==> src/rtl/bank_stream_reader.sv <==
// bank_stream_reader: walks a bank address range and streams the read words out through a 2-entry buffer.
// Optional `define BANK_RD_STRIDE_EN adds a per-transfer address stride port; otherwise the stride is 1.
module bank_stream_reader #(
  parameter int A_WID   = 10,
  parameter int D_WID   = 8,
  parameter int LEN_WID = 11
) (
  input  logic               clk,
  input  logic               rst_n,
  input  logic               start,
  input  logic [A_WID-1:0]   base_addr,
  input  logic [LEN_WID-1:0] len,
`ifdef BANK_RD_STRIDE_EN
  input  logic [A_WID-1:0]   stride,
`endif
  output logic               busy,
  output logic               done,
  output logic               mem_en,
  output logic [A_WID-1:0]   mem_addr,
  input  logic [D_WID-1:0]   mem_din,
  output logic               out_valid,
  input  logic               out_ready,
  output logic [D_WID-1:0]   out_data,
  output logic               out_last
);

  typedef enum logic [1:0] {IDLE, RUN, FIN} state_e;

  state_e             state_q, state_d;
  logic [LEN_WID-1:0] len_q, len_d;
  logic [LEN_WID-1:0] issued_q, issued_d;
  logic [A_WID-1:0]   next_addr_q, next_addr_d;
  logic [A_WID-1:0]   last_addr_q, last_addr_d;
  logic [A_WID-1:0]   step;
  logic               inflight_q, inflight_last_q;
  logic [D_WID-1:0]   buf_data_q [2];
  logic [1:0]         buf_last_q;
  logic               head_q;
  logic [1:0]         count_q;
  logic               pop, tail, issue_last, start_ok;
  logic [2:0]         occupancy;

  assign start_ok = (state_q == IDLE) && start;

`ifdef BANK_RD_STRIDE_EN
  logic [A_WID-1:0] stride_q;

  always_ff @(posedge clk or negedge rst_n) begin
    if (!rst_n) begin
      stride_q <= '0;
    end else if (start_ok) begin
      stride_q <= stride;
    end
  end

  assign step = stride_q;
`else
  assign step = A_WID'(1);
`endif

  assign out_valid = (count_q != 2'd0);
  assign pop       = out_valid && out_ready;
  assign out_data  = buf_data_q[head_q];
  assign out_last  = out_valid && buf_last_q[head_q];
  assign busy      = (state_q == RUN);
  assign done      = (state_q == FIN);

  // Credit check counts the word still coming back from the bank so the buffer cannot overflow.
  assign occupancy  = {1'b0, count_q} + {2'b00, inflight_q} - {2'b00, pop};
  assign mem_en     = (state_q == RUN) && (issued_q < len_q) && (occupancy < 3'd2);
  assign issue_last = ((issued_q + LEN_WID'(1)) == len_q);
  assign mem_addr   = mem_en ? next_addr_q : last_addr_q;
  assign tail       = head_q ^ count_q[0];

  always_comb begin
    state_d     = state_q;
    len_d       = len_q;
    issued_d    = issued_q;
    next_addr_d = next_addr_q;
    last_addr_d = last_addr_q;
    case (state_q)
      IDLE: begin
        if (start) begin
          len_d       = len;
          issued_d    = '0;
          next_addr_d = base_addr;
          state_d     = (len == '0) ? FIN : RUN;
        end
      end
      RUN: begin
        if (pop && out_last) state_d = FIN;
      end
      FIN:     state_d = IDLE;
      default: state_d = IDLE;
    endcase
    if (mem_en) begin
      issued_d    = issued_q + LEN_WID'(1);
      next_addr_d = next_addr_q + step;
      last_addr_d = next_addr_q;
    end
  end

  always_ff @(posedge clk or negedge rst_n) begin
    if (!rst_n) begin
      state_q         <= IDLE;
      len_q           <= '0;
      issued_q        <= '0;
      next_addr_q     <= '0;
      last_addr_q     <= '0;
      inflight_q      <= 1'b0;
      inflight_last_q <= 1'b0;
    end else begin
      state_q         <= state_d;
      len_q           <= len_d;
      issued_q        <= issued_d;
      next_addr_q     <= next_addr_d;
      last_addr_q     <= last_addr_d;
      inflight_q      <= mem_en;
      inflight_last_q <= mem_en && issue_last;
    end
  end

  // The returning bank word lands at the tail; at most one push and one pop per cycle.
  always_ff @(posedge clk or negedge rst_n) begin
    if (!rst_n) begin
      for (int i = 0; i < 2; i++) buf_data_q[i] <= '0;
      buf_last_q <= '0;
      head_q     <= 1'b0;
      count_q    <= 2'd0;
    end else begin
      if (inflight_q) begin
        buf_data_q[tail] <= mem_din;
        buf_last_q[tail] <= inflight_last_q;
      end
      head_q  <= head_q ^ pop;
      count_q <= count_q + {1'b0, inflight_q} - {1'b0, pop};
    end
  end

endmodule

==> config.mk <==
export PLATFORM = sky130hd
export DESIGN_NAME = bank_stream_reader
export DESIGN_NICKNAME = d
export VERILOG_FILES = /design/src/rtl/bank_stream_reader.sv
export SDC_FILE = /design/constraint.sdc
export NUM_CORES = 1
export LEC_CHECK = 0
export ABC_AREA = 0
export CORE_MARGIN = 1.5
export CORE_UTILIZATION = 54
export DETAILED_ROUTE_END_ITERATION = 8
export PLACE_DENSITY_LB_ADDON = 0.1
export SETUP_SLACK_MARGIN = 0.05
export SLEW_MARGIN = 5
export SYNTH_ARGS = -nofsm -noshare
export SYNTH_HDL_FRONTEND = slang
export SYNTH_SLANG_ARGS = --single-unit
==> constraint.sdc <==
create_clock -name clk -period 4.8 [get_ports clk]
set_clock_uncertainty 0.1 [all_clocks]
set_input_delay 0.48 -clock clk [delete_from_list [all_inputs] [get_ports clk]]
set_output_delay 0.48 -clock clk [all_outputs]
set_load 0.05 [all_outputs]
* Word-level counts from Yosys, hierarchy flattened
Index checks and enable logic that the tools add are counted.
** Operators by class
- Add/subtract/negate cells :: 6
- Order comparisons :: 8
- Eq/ne operators :: 5
- Multiplexer cells :: 22
- Bitwise gates (word level) :: 4
- Reductions and logical operators :: 16
** Operators by type and width (count)
- $mux 10 :: 4
- $mux 11 :: 3
- $mux 8 :: 4
- $bwmux 16 :: 1
- $add 11x1->11 const B :: 1
- $eq 11x11->1 :: 1
- $logic_not 11->1 :: 1
- $lt 11x11->1 :: 1
- $add 10x1->10 const B :: 1
- $demux 8 s1 :: 1
- $logic_and 1x1->1 :: 8
- $mux 2 :: 3
- $reduce_and 2->1 :: 3
- $reduce_bool 2->1 :: 3
- $ge 2x2->1 const B :: 2
- $lt 1x2->1 const B :: 2
- $not 1->2 :: 2
- $pmux 2 s2 :: 1
- $add 2x1->3 :: 1
- $lt 3x2->1 const B :: 1
- $mux 1 :: 3
- $sub 3x1->3 :: 1
- $add 2x1->2 :: 1
- $bwmux 2 :: 1
- other kinds (10) :: 11
** Storage, ports and cells
- Flip-flop bits (word level) :: 67
- Input bits :: 33
- Output and inout bits :: 23
- Logic and storage cells :: 73

* Longest topological paths before layout
- Depth after elaboration :: 7
- Gate-level depth with buffers :: 16
- Gate-level depth less buffers :: 14

* Worst setup path after synthesis
No wires, ideal clock.
- Path kind :: register to output
- From :: reg count_q[1]
- To :: out mem_addr[4]
- Arrival :: 4249 ps
- Data required time :: 4220 ps
- Slack :: -29 ps
- Stages on the path, launching flop included :: 16
- Cell sequence :: dfrtp_1 nor2_1 inv_1 and2_1 ha_1 inv_1 ha_1 inv_1 fa_1 nand4b_1 or3_4 or2_1 buf_6 buf_6 clkbuf_1 o21ai_0
** On the way
- Longest elaborated chain between the ends :: 6
- Elaborated cells between the ends (all ways) :: 7
- Those cells by class :: 2 x add/sub; 1 x order compare; 1 x mux; 3 x reduce/logical
** RTL lines
- start: declaration :: RTL line 39 : logic [1:0] count_q;
- start signal: assignment :: RTL line 136 : count_q <= count_q + {1'b0, inflight_q} - {1'b0, pop};
- $reduce_bool 2->1 :: RTL line 61 : assign out_valid = (count_q != 2'd0);
- via out_valid :: RTL line 21 : output logic out_valid,
- $logic_and 1x1->1 :: RTL line 62 : assign pop = out_valid && out_ready;
- $sub 3x1->3 :: RTL line 69 : assign occupancy = {1'b0, count_q} + {2'b00, inflight_q} - {2'b00, pop};
- $lt 3x2->1 :: RTL line 70 : assign mem_en = (state_q == RUN) && (issued_q < len_q) && (occupancy < 3'd2);
- $logic_and 1x1->1 :: RTL line 70
- $mux 10
- end: declaration :: RTL line 19 : output logic [A_WID-1:0] mem_addr,
The timed path passes the listed nets, and every way through them passes these cells.

* Worst setup path after layout
- From :: reg count_q[1]
- To :: out mem_addr[5]
** On the way
- Longest elaborated chain between the ends :: 6
- Elaborated cells between the ends (all ways) :: 7
- Those cells by class :: 2 x add/sub; 1 x order compare; 1 x mux; 3 x reduce/logical
** RTL lines (RTL line)
- parallel branches: the longest is 2 deep, another holds $add 2x1->3
- $sub 3x1->3 * :: 69
- $lt 3x2->1 * :: 70
- $logic_and 1x1->1 * :: 70
- $mux 10 *
Every way passes the cells marked *.

==> impl_metrics.yaml <==
outcome:
  status: "completed"
power_and_ir_drop:
  ir_worst_vdd_mv: 0.856
  p_leak_uw: 0.00198
  power_density_nw_per_um2: 843
grt:
  antenna_found_initial: 0
  grt_overflow: 0
  use_met2_pct: 36.4
  grt_pass1_wl_um: 13000
  use_met1_pct: 32.8
  grt_start_max_net_pins: 49
  met3_usage_pct: 6.76
  grt_use_total_pct: 23.8
  grt_pass1_vias: 2705
  grt.busiest_layer: "met2"
logic_synthesis:
  syn-cell-area_um2: 3490
  ys.flop_type: "dfrtp_1"
  async_reset_ff_share_pct: 100
  synth_edf_count: 0
  synth_area_leaders: "dfrtp_1 (48%), mux2_2 (8.4%), nand2_1 (6.6%)"
  avgSynthCellArea_um2: 9.87
  synth_mux_area_share_pct: 8.97
  syn_inst: 353
  yosysTopAreaCell: "dfrtp_1"
  ys_ff_latch: 67
  synth_xor_area_share_pct: 4.02
  synth_fa_ha_area_share_pct: 5.96
  synth_compound_area_share_pct: 11.5
  synth_cell_type_count: 44
  synth_nets: 402
  yosys.area_share.simple_pct: 17.0
  yosys_warnings: 0
  ys_seq_area_share_pct: 48.1
  synth_top_cell_area_share_pct: 48.1
  synth_top_family_by_area: "simple AND/OR/NAND/NOR gates"
sta:
  setup_violations: 0
  final_max_slew_viol_count: 0
  relSlewSlack_pct: 32.7
  tightest_slew_ns: 1.01
  period_needed_ns: 4.39
  timing.final.crit_share_pct: 91.5
  timing.fmax_mhz: 228
  tns_ns: 0
  rsz0062_at_grt: "no"
  hold_viol: 0
  final.setup.worst_slack_ns: 0.409
setup_path:
  startpoint_type: "register"
  cp.arrival_ns: 3.81
  end_kind: "output port"
  path_class: "register to output port"
  cp.required_ns: 4.22
  worstPathMaxFanout: 13
final_layout:
  fillers: 491
  drive_gt1_share_pct: 14.9
  fin_nets: 460
  stdcell_count: 492
  antenna_cells: 0
  multiInputGateArea_um2: 1660
  seq_area_um2: 1680
  final_common_cell: "dfrtp_1"
  area_delta_synth_final_pct: 26.7
  final_cell_mix: "dfrtp_1 (67), nand2_1 (61), clkdlybuf4s50_1 (43), mux2_2 (26)"
  post-route-util_pct: 70.3
clocking:
  clk_pin_slew_worst_paths_ns: 0.08
  cts-root-buf: "clkbuf_8"
  clockBufferDepth: 2
  cts_setup_buffers: 0
  clk_latency_ns: 0.35
  clock_sinks: 67
  cts_tree: "yes"
  htree_levels: 3
  numCtsBuffers: 9
die:
  top_level_ports: 56
  core_area_um2: 6280
  dieArea_um2: 6950
  start_util_pct: 55.5
  chipHeight_um: 83.3
  die_w_um: 83.3
  rows: 29
routing:
  via_per_inst: 5.59
  drt_iter0_drc: 148
  ant_nets: 0
  routed-via-count: 2749
  dr.pass1.iters: 4
  drc_errors: 0
  avgRoutedWirePerCell_um: 15.6
  wirelength_um: 7660
min_path:
  min_path_type: "register to register"
placement:
  io_buffers: 55
  gp_congestion: 0.867
  dp.cells: 476
  preCtsSetupSlack_ns: 0.563
  hpwlAfterDp_um: 5430
job:
  maxCapViolCount: 0
repair_timing:
item	CTS	global route
gates resized for setup	0	0
hold endpoints to repair	19	0
hold buffers	1	0
setup endpoints to repair	0	0
power by group:
part           total (uW)  internal (uW)  switching, uW
registers             981            795            186
clock network         484            264            219
logic                2260            963           1290
total                3720           2020           1700
layer usage:
layer	wire length, um	vias to the layer above	share of wire [%]
li1	-	1353	-
met1	3650	1300	48
met2	3410	84	44
met3	468	12	6.1
met4	140	0	1.8
met5	0	-	0
logic make-up after synthesis:
group	Yosys count
fa+ha+maj	16
flops	67
simple gates	125
mux	28
buf+inv	36
compound gates	65
xor+xnor	16
cell type report:
| type | instances | area share [%] |
|---|---|---|
| Tap cell | 77 | 2.18 |
| Inverter | 22 | 1.87 |
| Timing Repair Buffer | 61 | 15.9 |
| Sequential cell | 67 | 38.0 |
| Multi-Input combinational cell | 250 | 37.5 |
| Clock buffer | 11 | 3.43 |
| Clock inverter | 4 | 1.13 |
Yosys cell counts (all sizes together), types with 8 or more instances:
library cell / n
dfrtp: 67
nand2: 61
mux2: 26
inv: 22
o21ai: 22
a21oi: 16
ha: 15
nor2: 15
xnor2: 11
clkbuf: 9
nand3: 9
a31oi: 8
through the flow:
| stage | hold WS, ns | cell area [um2] | power, uW |
|---|---|---|---|
| 3_5_place_dp | 0.360 | 4200 | 3250 |
| 3_3_place_gp | 0.363 | 4200 | 3210 |
| 2_1_floorplan | 0.0844 | 3490 | 2450 |
| 6_report | 0.393 | 4420 | 3720 |
| 5_1_grt | 0.419 | 4420 | 3970 |
| 4_1_cts | 0.401 | 4420 | 3740 |
state kept, by name (all words and copies together) (netlist names):
| signal | count |
|---|---|
| count_q | 2 |
| buf_last_q | 2 |
| inflight_last_q | 1 |
| head_q | 1 |
| len_q | 11 |
| last_addr_q | 10 |
| issued_q | 11 |
| buf_data_q | 16 |
| inflight_q | 1 |
| state_q | 2 |
| next_addr_q | 10 |
worst max-delay path: stages (launching register included):
cell	delay (ns)
dfrtp_1	0.43
nor2_1	0.15
inv_1	0.06
and2_1	0.19
ha_1	0.28
inv_1	0.05
ha_1	0.13
inv_1	0.05
fa_1	0.49
nand4b_1	0.11
or3_4	0.38
or2_1	0.33
buf_4	0.21
o21ai_0	0.38
buf_12	0.20
path summary, 6_finish.rpt:
path | start | endpoint | slack, ns | cells past startpoint
setup / recovery | count_q[1]$_DFF_PN0_ | mem_addr[5] | 0.41 | 14
hold / removal | len_q[0]$_DFFE_PN0P_ | len_q[0]$_DFFE_PN0P_ | 0.39 | 2
setup reg to reg | count_q[1]$_DFF_PN0_ | next_addr_q[6]$_DFFE_PN0P_ | 1.03 | 14
hold reg to reg | len_q[0]$_DFFE_PN0P_ | len_q[0]$_DFFE_PN0P_ | 0.39 | 2
max in group asynchronous | rst_n | issued_q[1]$_DFFE_PN0P_ | 3.10 | 3
min in group asynchronous | rst_n | head_q$_DFF_PN0_ | 0.52 | 2
(Power assumes the default switching activity.)
==> RTL change 1 (same settings) <==
`next_addr_q` and `last_addr_q` no longer have a reset.
--- a/src/rtl/bank_stream_reader.sv
+++ b/src/rtl/bank_stream_reader.sv
@@ -107,4 +107,2 @@
       issued_q        <= '0;
-      next_addr_q     <= '0;
-      last_addr_q     <= '0;
       inflight_q      <= 1'b0;
@@ -115,4 +113,2 @@
       issued_q        <= issued_d;
-      next_addr_q     <= next_addr_d;
-      last_addr_q     <= last_addr_d;
       inflight_q      <= mem_en;
@@ -120,2 +116,7 @@
     end
+  end
+
+  always_ff @(posedge clk) begin
+    next_addr_q <= next_addr_d;
+    last_addr_q <= last_addr_d;
   end
Function: differs if rst_n is asserted again (counterexample within 4 cycles, from zero or initial values and one cycle with rst_n low); with rst_n held inactive, the same outputs for 10 cycles.
==> RTL change 1 against the unedited design <==
  * The run now ends with design-rule violations left
  * Setup slack got worse by 110 ps
  * Sequential power rose by 4%
  * Sequential cell count did not move
  * Routed wire length fell by 5.2%
  * Area after synthesis rose by 3.6%
  * Register-to-register slack got worse by 160 ps
  * Sequential share of layout area fell by 0.42 points
  * Total power rose by 1.1%
  * Count of clock-buffer cells in the layout fell by 1
  * Worst hold slack got worse by 180 ps
  * Cell area rose by 1.1%
  * Largest cell class is now multi-input gates
  * Largest power group unchanged
==> RTL change 1: results (changes against the unedited design) <==
[global_route]
grt_pass1_wl_um=12400  ; -5.1%
track_usage=0.219  ; -0.0190
grt_start_max_net_pins=48  ; -2.0%
grt_pass1_vias=2603  ; -3.8%

[placement]
hpwlAfterDp_um=5210  ; -4.2%
gp_congestion=0.858  ; -0.97%
placedInstanceArea_um2=4280  ; +1.8%

[cells_and_area]
nFillCells=506  ; +3.1%
seq_cell_count=67  ; unchanged
multi_input_cells=229  ; -8.4%
clkbuf_count=10  ; -1
seq_share=0.376  ; -0.00415
bufAreaShareNonClock=0.147  ; -0.0118
clk_share=0.0412  ; -0.00442
layout-drive-gt1-share=0.195  ; +0.0460
nets=438  ; -4.8%
num-nonclk-inverters=25  ; +14%
top_regs=buf_data_q x16, issued_q x11, len_q x11
multiInputGateArea_um2=1760  ; +6.0%
nNonClkBuffers=57  ; -6.6%

[logic_synthesis]
synth-edff-count=10  ; +10
yosysWarnings=0  ; unchanged
synth_nets=383  ; -4.7%
syn_area_um2=3610  ; +3.6%
synth_top_flop_cell=dfrtp_1
synth_area_leaders=dfrtp_1 33%, mux2_2 13%, edfxtp_1 8.3%
async_reset_ff_frac=0.701  ; -0.299
seq_area_frac_synth=0.464  ; -0.0165
ys_top_cells_by_count=47 x dfrtp_1, 42 x mux2_2, 32 x nand2_1, 25 x inv_1, 24 x o21ai_0
synth_cell_types=51  ; +16%

[run_status]
status=complete, but fails checks
failed_checks=design-rule violations

[setup_path]
crit_end=mem_addr[3]
crit_family=adder cells
r2r-start=count_q[1]
r2r_end=next_addr_q[1]
arrival_ps=3920  ; +110 ps
crit_path_max_fanout=11  ; -2
r2r_slack_ps=870  ; -160 ps

[detailed_routing]
drt_iter0_drc=150  ; +1.4%
vias_per_cell=5.60  ; +0.28%
drc_errors=2  ; +2
drt-pass1-iter-count=8  ; +4
routed_wl_um=7270  ; -5.2%

[power]
p_per_area_nw_per_um2=843  ; about the same
ir_drop_mv=0.953  ; +11%
swShare=0.437  ; -0.0190
p_comb_frac=0.610  ; +0.004
p_leak_nw=1.89  ; -4.7%
p_seq_w=0.00102  ; +4%

[clock_network]
post_cts_buffers=0  ; unchanged
clk_root_buffer_cell=clkbuf_8
h-tree-depth=3  ; unchanged
clk_pin_slew_worst_paths_ps=70

[timing]
worst_slew_pin_slew_ps=1030  ; +24.0 ps

[hold_path]
holdCritPathClass=input port to async pin

## RTL change 1: stage by stage
stage	total power (W)	hold WS [ps]	std cells	worst slack [ps]
after floorplan	0.00257	84.4	334	1170
after global placement	0.00330	358	455	484
after detailed placement	0.00335	390	455	410
after CTS	0.00380	256	471	274
after global routing	0.00397	311	471	71.0
final	0.00376	216	471	303
## RTL change 1: cell families (layout without fill, tap and decap cells)
kind of cell	count (synthesis)	in the layout	synth area share
and+or+nand+nor	87	87	0.121
AOI/OAI and AO/OA	58	58	0.113
adders and majority gates	16	16	0.0575
DFF	67	67	0.464
buffers and inverters	38	98	0.0492
xor gates and xnor gates	24	24	0.0582
muxes	44	44	0.137
## RTL change 1: layer usage
layer | global-route usage | vias up | wire length [um]
met2 | 0.352 | 45 | 3530
met1 | 0.294 | 1281 | 3380
met5 | 0 | - | 0
met3 | 0.0374 | 12 | 228
li1 | - | 1301 | -
met4 | 0.0924 | 0 | 125
==> RTL change 2 (same flow settings) <==
Made on the original files. The parameter `A_WID` goes from 10 to 11.
--- a/src/rtl/bank_stream_reader.sv
+++ b/src/rtl/bank_stream_reader.sv
@@ -3,3 +3,3 @@
 module bank_stream_reader #(
-  parameter int A_WID   = 10,
+  parameter int A_WID   = 11,
   parameter int D_WID   = 8,
Interface: changed (resized base_addr and mem_addr); port bits go from 56 to 58. The function was not compared with the original's and may differ.
==> RTL change 2 against the unedited design <==
  * Clock power is 1% higher
  * Total power is 1.9% higher
  * Critical path depth stayed put
  * Register-to-register slack better by 320 ps
  * Setup slack better by 190 ps
  * Sequential cell count is 2 higher
  * Area after synthesis is 9.8% higher
  * Global-route usage is 1.2 points higher
  * Cell area is 8.2% higher
  * Routed wire length is 13% higher
  * Critical endpoint is now mem_addr[10]
==> RTL change 2: results (changes against the unedited design) <==
[setup_path]
arrival_ps=3620  ; -190 ps
crit_path_max_fanout=14  ; +1
reg2reg_depth=13  ; -1

[power]
p_comb_frac=0.603  ; -0.003
p_leak_nw=2.03  ; +2.5%
ir_drop_mv=0.614  ; -28%
swShare=0.455  ; -0.00191
clk-power_w=0.000491  ; +1%

[logic_synthesis]
synth_cell_types=56  ; +27%
ys_top_cells_by_count=69 x dfrtp_1, 47 x nand2_1, 39 x mux2_2, 19 x inv_1, 18 x o21ai_0
synth_adder_area_share=0.0543  ; -0.00532
synth_compound_gate_area_share=0.132  ; +0.0165
synth_xor_area_frac=0.0343  ; -0.00588
avgSynthCellArea_um2=10.2  ; +3.4%
synth_nets=425  ; +5.7%

[detailed_routing]
routed_wl_um=8680  ; +13%
wl_met2_um=4360  ; +28%
drt-met1-wl_um=3820  ; +4.7%
wl_met3_um=353  ; -25%
vias=3011  ; +9.5%

[cells_and_area]
nets=478  ; +3.9%
layout-drive-gt1-share=0.196  ; +0.0469

[global_route]
track_usage=0.250  ; +0.0125
grt_pass1_wl_um=14700  ; +13%

[placement]
dp_cells=513  ; +7.8%
placedInstanceArea_um2=4570  ; +8.7%
pre_cts_slack_ps=627  ; +64.0 ps
hpwlAfterDp_um=6220  ; +14%
portBuffers=57  ; +3.6%
gp_congestion=0.838  ; -3.3%

[timing]
slew_headroom=0.334  ; +0.00685

[run_status]
status=finished clean

RTL change 2: cell type report:
| class | instances | area [um^2] |
|---|---|---|
| fill | 538 | 2060 |
| clock inverter | 7 | 80.1 |
| multi-input combinational | 267 | 1940 |
| inverter | 19 | 71.3 |
| sequential | 69 | 1730 |
| clock buffer | 9 | 124 |
| tap | 96 | 120 |
| timing repair buffer | 62 | 711 |
RTL change 2: routing by layer:
layer / vias to the layer above / GRT usage
met1: 1475 / 0.329
met2: 79 / 0.423
met4: 0 / 0.0938
met3: 14 / 0.0341
met5: - / 0
li1: 1443 / -
RTL change 2: worst paths after layout:
path,end,slack (ps),startpoint
max,mem_addr[10],600,count_q[1]
min,len_q[0],2,rst_n
max reg2reg,next_addr_q[10],1350,count_q[1]
min reg2reg,state_q[1],380,state_q[1]
max in group asynchronous,buf_data_q[3],3630,rst_n
min in group clk,state_q[1],380,state_q[1]
